[config.mk]
export PLATFORM = sky130hd
export DESIGN_NAME = prog_loader
export DESIGN_NICKNAME = d
export VERILOG_FILES = /design/src/rtl/prog_loader_pkg.sv /design/src/rtl/prog_loader_uart_rx_byte.sv /design/src/rtl/prog_loader.sv
export SDC_FILE = /design/constraint.sdc
export NUM_CORES = 1
export LEC_CHECK = 0
export CAP_MARGIN = 20
export CORE_MARGIN = 2
export CORE_UTILIZATION = 45
export DETAILED_ROUTE_END_ITERATION = 8
export SLEW_MARGIN = 10
export SYNTH_ARGS = -nofsm -noshare
export SYNTH_HDL_FRONTEND = slang
export SYNTH_SLANG_ARGS = --single-unit
[constraint.sdc]
create_clock -name clock -period 5.7 [get_ports clock]
set_clock_uncertainty 0.15 [all_clocks]
set_input_delay 0.57 -clock clock [delete_from_list [all_inputs] [get_ports clock]]
set_output_delay 0.57 -clock clock [all_outputs]
set_load 0.005 [all_outputs]
[src/rtl/prog_loader_pkg.sv]
// prog_loader_pkg: shared types and constants for the serial program loader.
//   state_t    - load FSM states
//   DATA_BITS  - data bits per UART frame
//   STOP_BITS  - stop bits per UART frame
//   HDR_BYTES  - length header size in bytes (big-endian)
package prog_loader_pkg;
   typedef enum logic [2:0] {IDLE, LEN_HI, LEN_LO, DATA, DONE, ERR} state_t;
   localparam int DATA_BITS = 8;
   localparam int STOP_BITS = 1;
   localparam int HDR_BYTES = 2;
endpackage

[src/rtl/prog_loader_uart_rx_byte.sv]
// uart_rx_byte: 8N1 UART byte receiver with a 2-FF input synchronizer.
//   clock, reset  - system clock, asynchronous active-high reset
//   rx            - raw serial input, idle high
//   rx_valid      - 1-cycle pulse after a good stop-bit sample
//   rx_data       - received byte, valid with rx_valid
//   rx_frame_err  - 1-cycle pulse when the stop bit samples low
//   rx_busy       - a frame is in progress
//   rx_s          - synchronized line level
module uart_rx_byte
   import prog_loader_pkg::*;
#(
   parameter int CLKS_PER_BIT = 434
) (
   input  logic       clock,
   input  logic       reset,
   input  logic       rx,
   output logic       rx_valid,
   output logic [7:0] rx_data,
   output logic       rx_frame_err,
   output logic       rx_busy,
   output logic       rx_s
);
   localparam int CW = $clog2(CLKS_PER_BIT);
   localparam int LAST = DATA_BITS + STOP_BITS;
   localparam logic [CW-1:0] HALF_M1 = CW'(CLKS_PER_BIT / 2 - 1);
   localparam logic [CW-1:0] FULL_M1 = CW'(CLKS_PER_BIT - 1);
   logic rx_m, rx_p, tick;
   logic [CW-1:0] cnt;
   logic [3:0] idx;
   logic [7:0] shift;
   // idx 0 is the start bit, checked half a bit in; later bits are a full bit apart
   assign tick = rx_busy && cnt == (idx == 4'd0 ? HALF_M1 : FULL_M1);
   always_ff @(posedge clock or posedge reset) begin
      if (reset) begin
         rx_m <= 1'b1;
         rx_s <= 1'b1;
         rx_p <= 1'b1;
         cnt <= '0;
         idx <= '0;
         shift <= '0;
         rx_busy <= 1'b0;
         rx_valid <= 1'b0;
         rx_frame_err <= 1'b0;
         rx_data <= '0;
      end else begin
         rx_m <= rx;
         rx_s <= rx_m;
         rx_p <= rx_s;
         rx_valid <= 1'b0;
         rx_frame_err <= 1'b0;
         if (!rx_busy) begin
            cnt <= '0;
            idx <= '0;
            rx_busy <= rx_p & ~rx_s;
         end else if (tick) begin
            cnt <= '0;
            idx <= idx + 4'd1;
            if (idx == 4'd0)
               rx_busy <= ~rx_s;
            else if (idx == 4'(LAST)) begin
               rx_busy <= 1'b0;
               rx_valid <= rx_s;
               rx_frame_err <= ~rx_s;
               if (rx_s) rx_data <= shift;
            end else if (idx <= 4'(DATA_BITS))
               shift <= {rx_s, shift[7:1]};
         end else
            cnt <= cnt + 1'b1;
      end
   end
endmodule

[src/rtl/prog_loader.sv]
// prog_loader: loads a length-prefixed program from a UART stream into program memory.
//   clock, reset  - system clock, asynchronous active-high reset
//   rx            - UART serial input, idle high
//   start_load    - 1-cycle pulse arming a load
//   mem_we/mem_addr/mem_wdata - program memory write port
//   cpu_reset     - holds the CPU in reset while loading or after an error
//   loading, done, frame_err  - load status
//   byte_count    - data bytes written in the current load
module prog_loader
   import prog_loader_pkg::*;
#(
   parameter int CLKS_PER_BIT = 434,
   parameter int ADDR_W = 12,
   parameter int DEPTH = 2 ** ADDR_W,
   parameter int TIMEOUT_BITS = 64
) (
   input  logic              clock,
   input  logic              reset,
   input  logic              rx,
   input  logic              start_load,
   output logic              mem_we,
   output logic [ADDR_W-1:0] mem_addr,
   output logic [7:0]        mem_wdata,
   output logic              cpu_reset,
   output logic              loading,
   output logic              done,
   output logic              frame_err,
   output logic [ADDR_W:0]   byte_count
);
   localparam int TO = TIMEOUT_BITS * CLKS_PER_BIT;
   localparam int TW = $clog2(TO + 1);
   localparam logic [ADDR_W-1:0] LAST_ADDR = ADDR_W'(DEPTH - 1);
   state_t state, state_n;
   logic rx_valid, rx_frame_err, rx_busy, rx_s, active, line_idle, we_n;
   logic [7:0] rx_data, len_hi, len_hi_n, wdata_n;
   logic [15:0] len16;
   logic [ADDR_W:0] len, len_n, count_n;
   logic [ADDR_W-1:0] addr_n;
   logic [TW-1:0] timer, timer_n;
   uart_rx_byte #(.CLKS_PER_BIT(CLKS_PER_BIT)) u_rx (
      .clock(clock),
      .reset(reset),
      .rx(rx),
      .rx_valid(rx_valid),
      .rx_data(rx_data),
      .rx_frame_err(rx_frame_err),
      .rx_busy(rx_busy),
      .rx_s(rx_s)
   );
   assign len16 = {len_hi, rx_data};
   assign active = state inside {LEN_HI, LEN_LO, DATA};
   assign line_idle = rx_s & ~rx_busy;
   // idle-gap timer: held at zero outside a load and whenever a frame is under way
   assign timer_n = (active && line_idle) ? timer + 1'b1 : '0;
   always_comb begin
      state_n = state;
      len_hi_n = len_hi;
      len_n = len;
      addr_n = mem_addr;
      count_n = byte_count;
      we_n = 1'b0;
      wdata_n = mem_wdata;
      case (state)
         LEN_HI: if (rx_valid) begin
            len_hi_n = rx_data;
            state_n = LEN_LO;
         end
         LEN_LO: if (rx_valid) begin
            len_n = len16[ADDR_W:0];
            state_n = (len16 != 16'd0 && len16 <= 16'(DEPTH)) ? DATA : ERR;
         end
         DATA: if (rx_valid) begin
            we_n = 1'b1;
            wdata_n = rx_data;
         end else if (mem_we) begin
            // advance the cycle after the strobe; the address saturates at the top
            count_n = byte_count + 1'b1;
            addr_n = (mem_addr == LAST_ADDR) ? mem_addr : mem_addr + 1'b1;
            if (count_n == len) state_n = DONE;
         end
         default: if (start_load) begin
            state_n = LEN_HI;
            addr_n = '0;
            count_n = '0;
         end
      endcase
      if (active && (rx_frame_err || (line_idle && timer == TW'(TO - 1)))) state_n = ERR;
   end
   always_ff @(posedge clock or posedge reset) begin
      if (reset) begin
         state <= IDLE;
         len_hi <= '0;
         len <= '0;
         timer <= '0;
         mem_we <= 1'b0;
         mem_addr <= '0;
         mem_wdata <= '0;
         byte_count <= '0;
         cpu_reset <= 1'b0;
         loading <= 1'b0;
         done <= 1'b0;
         frame_err <= 1'b0;
      end else begin
         state <= state_n;
         len_hi <= len_hi_n;
         len <= len_n;
         timer <= timer_n;
         mem_we <= we_n;
         mem_addr <= addr_n;
         mem_wdata <= wdata_n;
         byte_count <= count_n;
         cpu_reset <= state_n inside {LEN_HI, LEN_LO, DATA, ERR};
         loading <= state_n inside {LEN_HI, LEN_LO, DATA};
         done <= state_n == DONE;
         // ERR is only left through start_load, so the flag is sticky until then
         frame_err <= state_n == ERR;
      end
   end
endmodule
==> flow_summary.json <==
{
  "cp-startpoint": "byte_count[0]",
  "coreArea_mm2": 0.0120,
  "synth_cell_type_count": 64,
  "r2r_start": "byte_count[0]",
  "tightest_slew_ns": 0.851,
  "finalSetupViolations": 0,
  "diodes": 0,
  "hold_violations": 0,
  "overflow": 0,
  "cp.arrival_ns": 2.80,
  "cp-end-kind": "flop",
  "critical_path_required_ns": 5.79,
  "cts_made_buffers": 9,
  "internal_power_uw": 1250,
  "reg2reg_depth": 7,
  "p_leak_uw": 0.00281,
  "firstDrtPassIters": 5,
  "fin_util_pct": 53.1,
  "dieWidth_um": 115,
  "final_nets": 550,
  "io_buffer_count": 41,
  "hold_path_class": "reg -> reg",
  "yosys_warnings": 0,
  "drive_above_1_share_pct": 15.3,
  "via_per_inst": 5.43,
  "finalSetupTns_ns": 0,
  "synthToLayoutAreaGrowth_pct": 15.5,
  "synth_largest_area_cell": "dfrtp_1",
  "ys_seq_area_share_pct": 51.0,
  "combPwrFrac_pct": 6.6,
  "timing.rr.end": "cpu_reset",
  "grt_pass1_vias": 3668,
  "io_pins": 42,
  "period_needed_ns": 2.72,
  "status": "finished, final reports clean",
  "clk_pin_slew_ns": 0.08,
  "avgSynthCellArea_um2": 10.9,
  "max-vdd-ir-drop_uv": 167,
  "wirelength_mm": 10.6,
  "grt_max_degree": 70,
  "max_slew_margin_pct": 43.3,
  "max-clock-path-buffers": 2,
  "power.density_mw_per_mm2": 262,
  "synth_cells": 505,
  "drtAntennaViolNets": 0,
  "synth_area_mm2": 0.00550,
  "rsz0062_at_grt": "false",
  "syn-num-nets": 516,
  "yosysTopAreaCellShare_pct": 49.6,
  "ys_top_cells_by_area": "dfrtp_1 (50%), mux2_2 (7.6%), xor2_1 (4.1%)",
  "r2r_slack_ns": 2.98,
  "rows": 40,
  "die_y_um": 115,
  "insertion_delay_ns": 0.36,
  "drv_slew": 0,
  "cts_setup_buffers": 0,
  "dr_total_vias": 3751,
  "async_reset_ff_share_pct": 100,
  "grt_usage_pct": 17.7,
  "endpoint": "cpu_reset",
  "gp_congestion": 0.852,
  "fmax_mhz": 368,
  "cp-start-kind": "flop",
  "fin_crit_sh_pct": 47.7,
  "grt_first_pass_wirelength_mm": 18.3,
  "timing.hold.ws_ns": 0.208,
  "synth_flop_cell": "dfrtp_1",
  "h-tree-depth": 3,
  "antenna_found_initial": 0,
  "drv_cap": 0,
  "clock-root-buffer": "clkbuf_16",
  "hpwl_mm": 7.50,
  "cts_tree": "yes",
  "wl_per_cell_um": 15.3,
  "drc_errors": 0,
  "swShare_pct": 25.0,
  "initial_utilization_pct": 46.0,
  "cts_resized": 0,
  "path_class": "reg -> reg",
  "die-area_mm2": 0.0131,
  "ys_ff_latch": 112,
  "holdBufCountCts": 0,
  "synth_edf_count": 0,
  "pwr-share-clk_pct": 40.6,
  "cts.sinks": 112,
  "worstPathMaxFanout": 7,
  "first_iter_violations": 243,
  "pwr-share-seq_pct": 52.8,
  "p_switching_uw": 415
}
registers in the layout (all words and copies together), names as in the netlist, 3 cells and up:
name and flops:
u_rx.cnt 9, mem_addr 12, u_rx.shift 8, u_rx.idx 4, u_rx.rx_data 8, len 13, mem_wdata 8, state 3
byte_count 13, timer 15, len_hi 8
metal layers:
layer / part of all wire [%] / GRT usage (%) / routed length [um]
met5: 0 / 0 / 0
met4: 1.6 / 7.07 / 170
met2: 44 / 26.8 / 4700
met1: 50 / 25.6 / 5320
met3: 3.7 / 2.70 / 395
logic make-up after synthesis:
family                   count (synthesis)  synth area share [%]
XOR/XNOR                                48                  7.65
AND/OR/NAND/NOR                        194                  19.6
flip-flops                             112                  51.0
buffers and inverters                   33                  2.41
multiplexers                            48                  10.3
AO/OA/AOI/OAI                           63                  7.40
adder cells (fa/ha/maj)                  7                  1.59
critical path, cell delays in order (launching register included):
cell,delay [ns]
dfrtp_1,0.47
ha_1,0.33
nand4_2,0.25
nor3_1,0.34
a211oi_1,0.13
a211oi_1,0.31
a31oi_1,0.22
o32a_1,0.39
worst min-delay path by stage:
stage                      endpoint  slack (ns)      start  cells after the start
after global placement    u_rx.rx_s        0.20  u_rx.rx_m                      0
after global routing      u_rx.rx_s        0.21  u_rx.rx_m                      0
final                     u_rx.rx_s        0.21  u_rx.rx_m                      0
after floorplan           u_rx.rx_s        0.20  u_rx.rx_m                      0
after detailed placement  u_rx.rx_s        0.20  u_rx.rx_m                      0
after CTS                 u_rx.rx_s        0.21  u_rx.rx_m                      0
power groups by stage:
stage	clock [uW]	combinational [uW]	sequential [uW]
floorplan	0	86.3	877
global placement	0	111	892
detailed placement	0	112	893
CTS	688	113	878
global route	726	128	883
finish	674	110	878
area by class of cell:
class	instances	area [um2]
clock buffers	10	239
clock inverters	6	83.8
fillers	1065	5610
inverters	12	47.5
multi-input cells	360	2560
flip-flops and latches	112	2810
well taps	147	184
repair buffers	44	433
cells in the mapped netlist (all sizes together) (2+ instances only):
cell type / instances
nand2b: 3
o31ai: 4
nand2: 40
nor4: 11
nand4: 9
xnor2: 22
o21a: 3
and3: 7
nor2: 54
nor3: 4
and4bb: 2
xor2: 26
nor3b: 4
dfstp: 3
nand3: 24
and2: 9
mux2: 45
dfrtp: 109
and3b: 2
mux2i: 3
nor4b: 2
a21oi: 9
and4: 3
o21ai: 30
buf: 8
clkbuf: 13
nand3b: 5
inv: 12
nor2b: 8
a211oi: 2
or3: 2
ha: 7
metrics by stage:
step           instances  setup WS, ns  area [um2]  power [uW]
2_1_floorplan        505          2.03        5500         964
3_3_place_gp         675          2.98        6030        1000
3_5_place_dp         675          2.92        6030        1000
4_1_cts              691          2.98        6350        1680
5_1_grt              691          2.77        6350        1740
6_report             691          2.98        6350        1660
layout by cell type (no fill, tap or decap), drive strengths merged, types with 10 or more instances in the layout:
cell	Yosys	layout
nor4	11	11
nand2	40	40
xnor2	22	22
nand3	24	24
nor2	54	54
o21ai	30	30
xor2	26	26
inv	12	15
mux2	45	45
clkdlybuf4s50	0	41
dfrtp	109	109
clkbuf	13	10
Power figures use the tool's default switching activity.
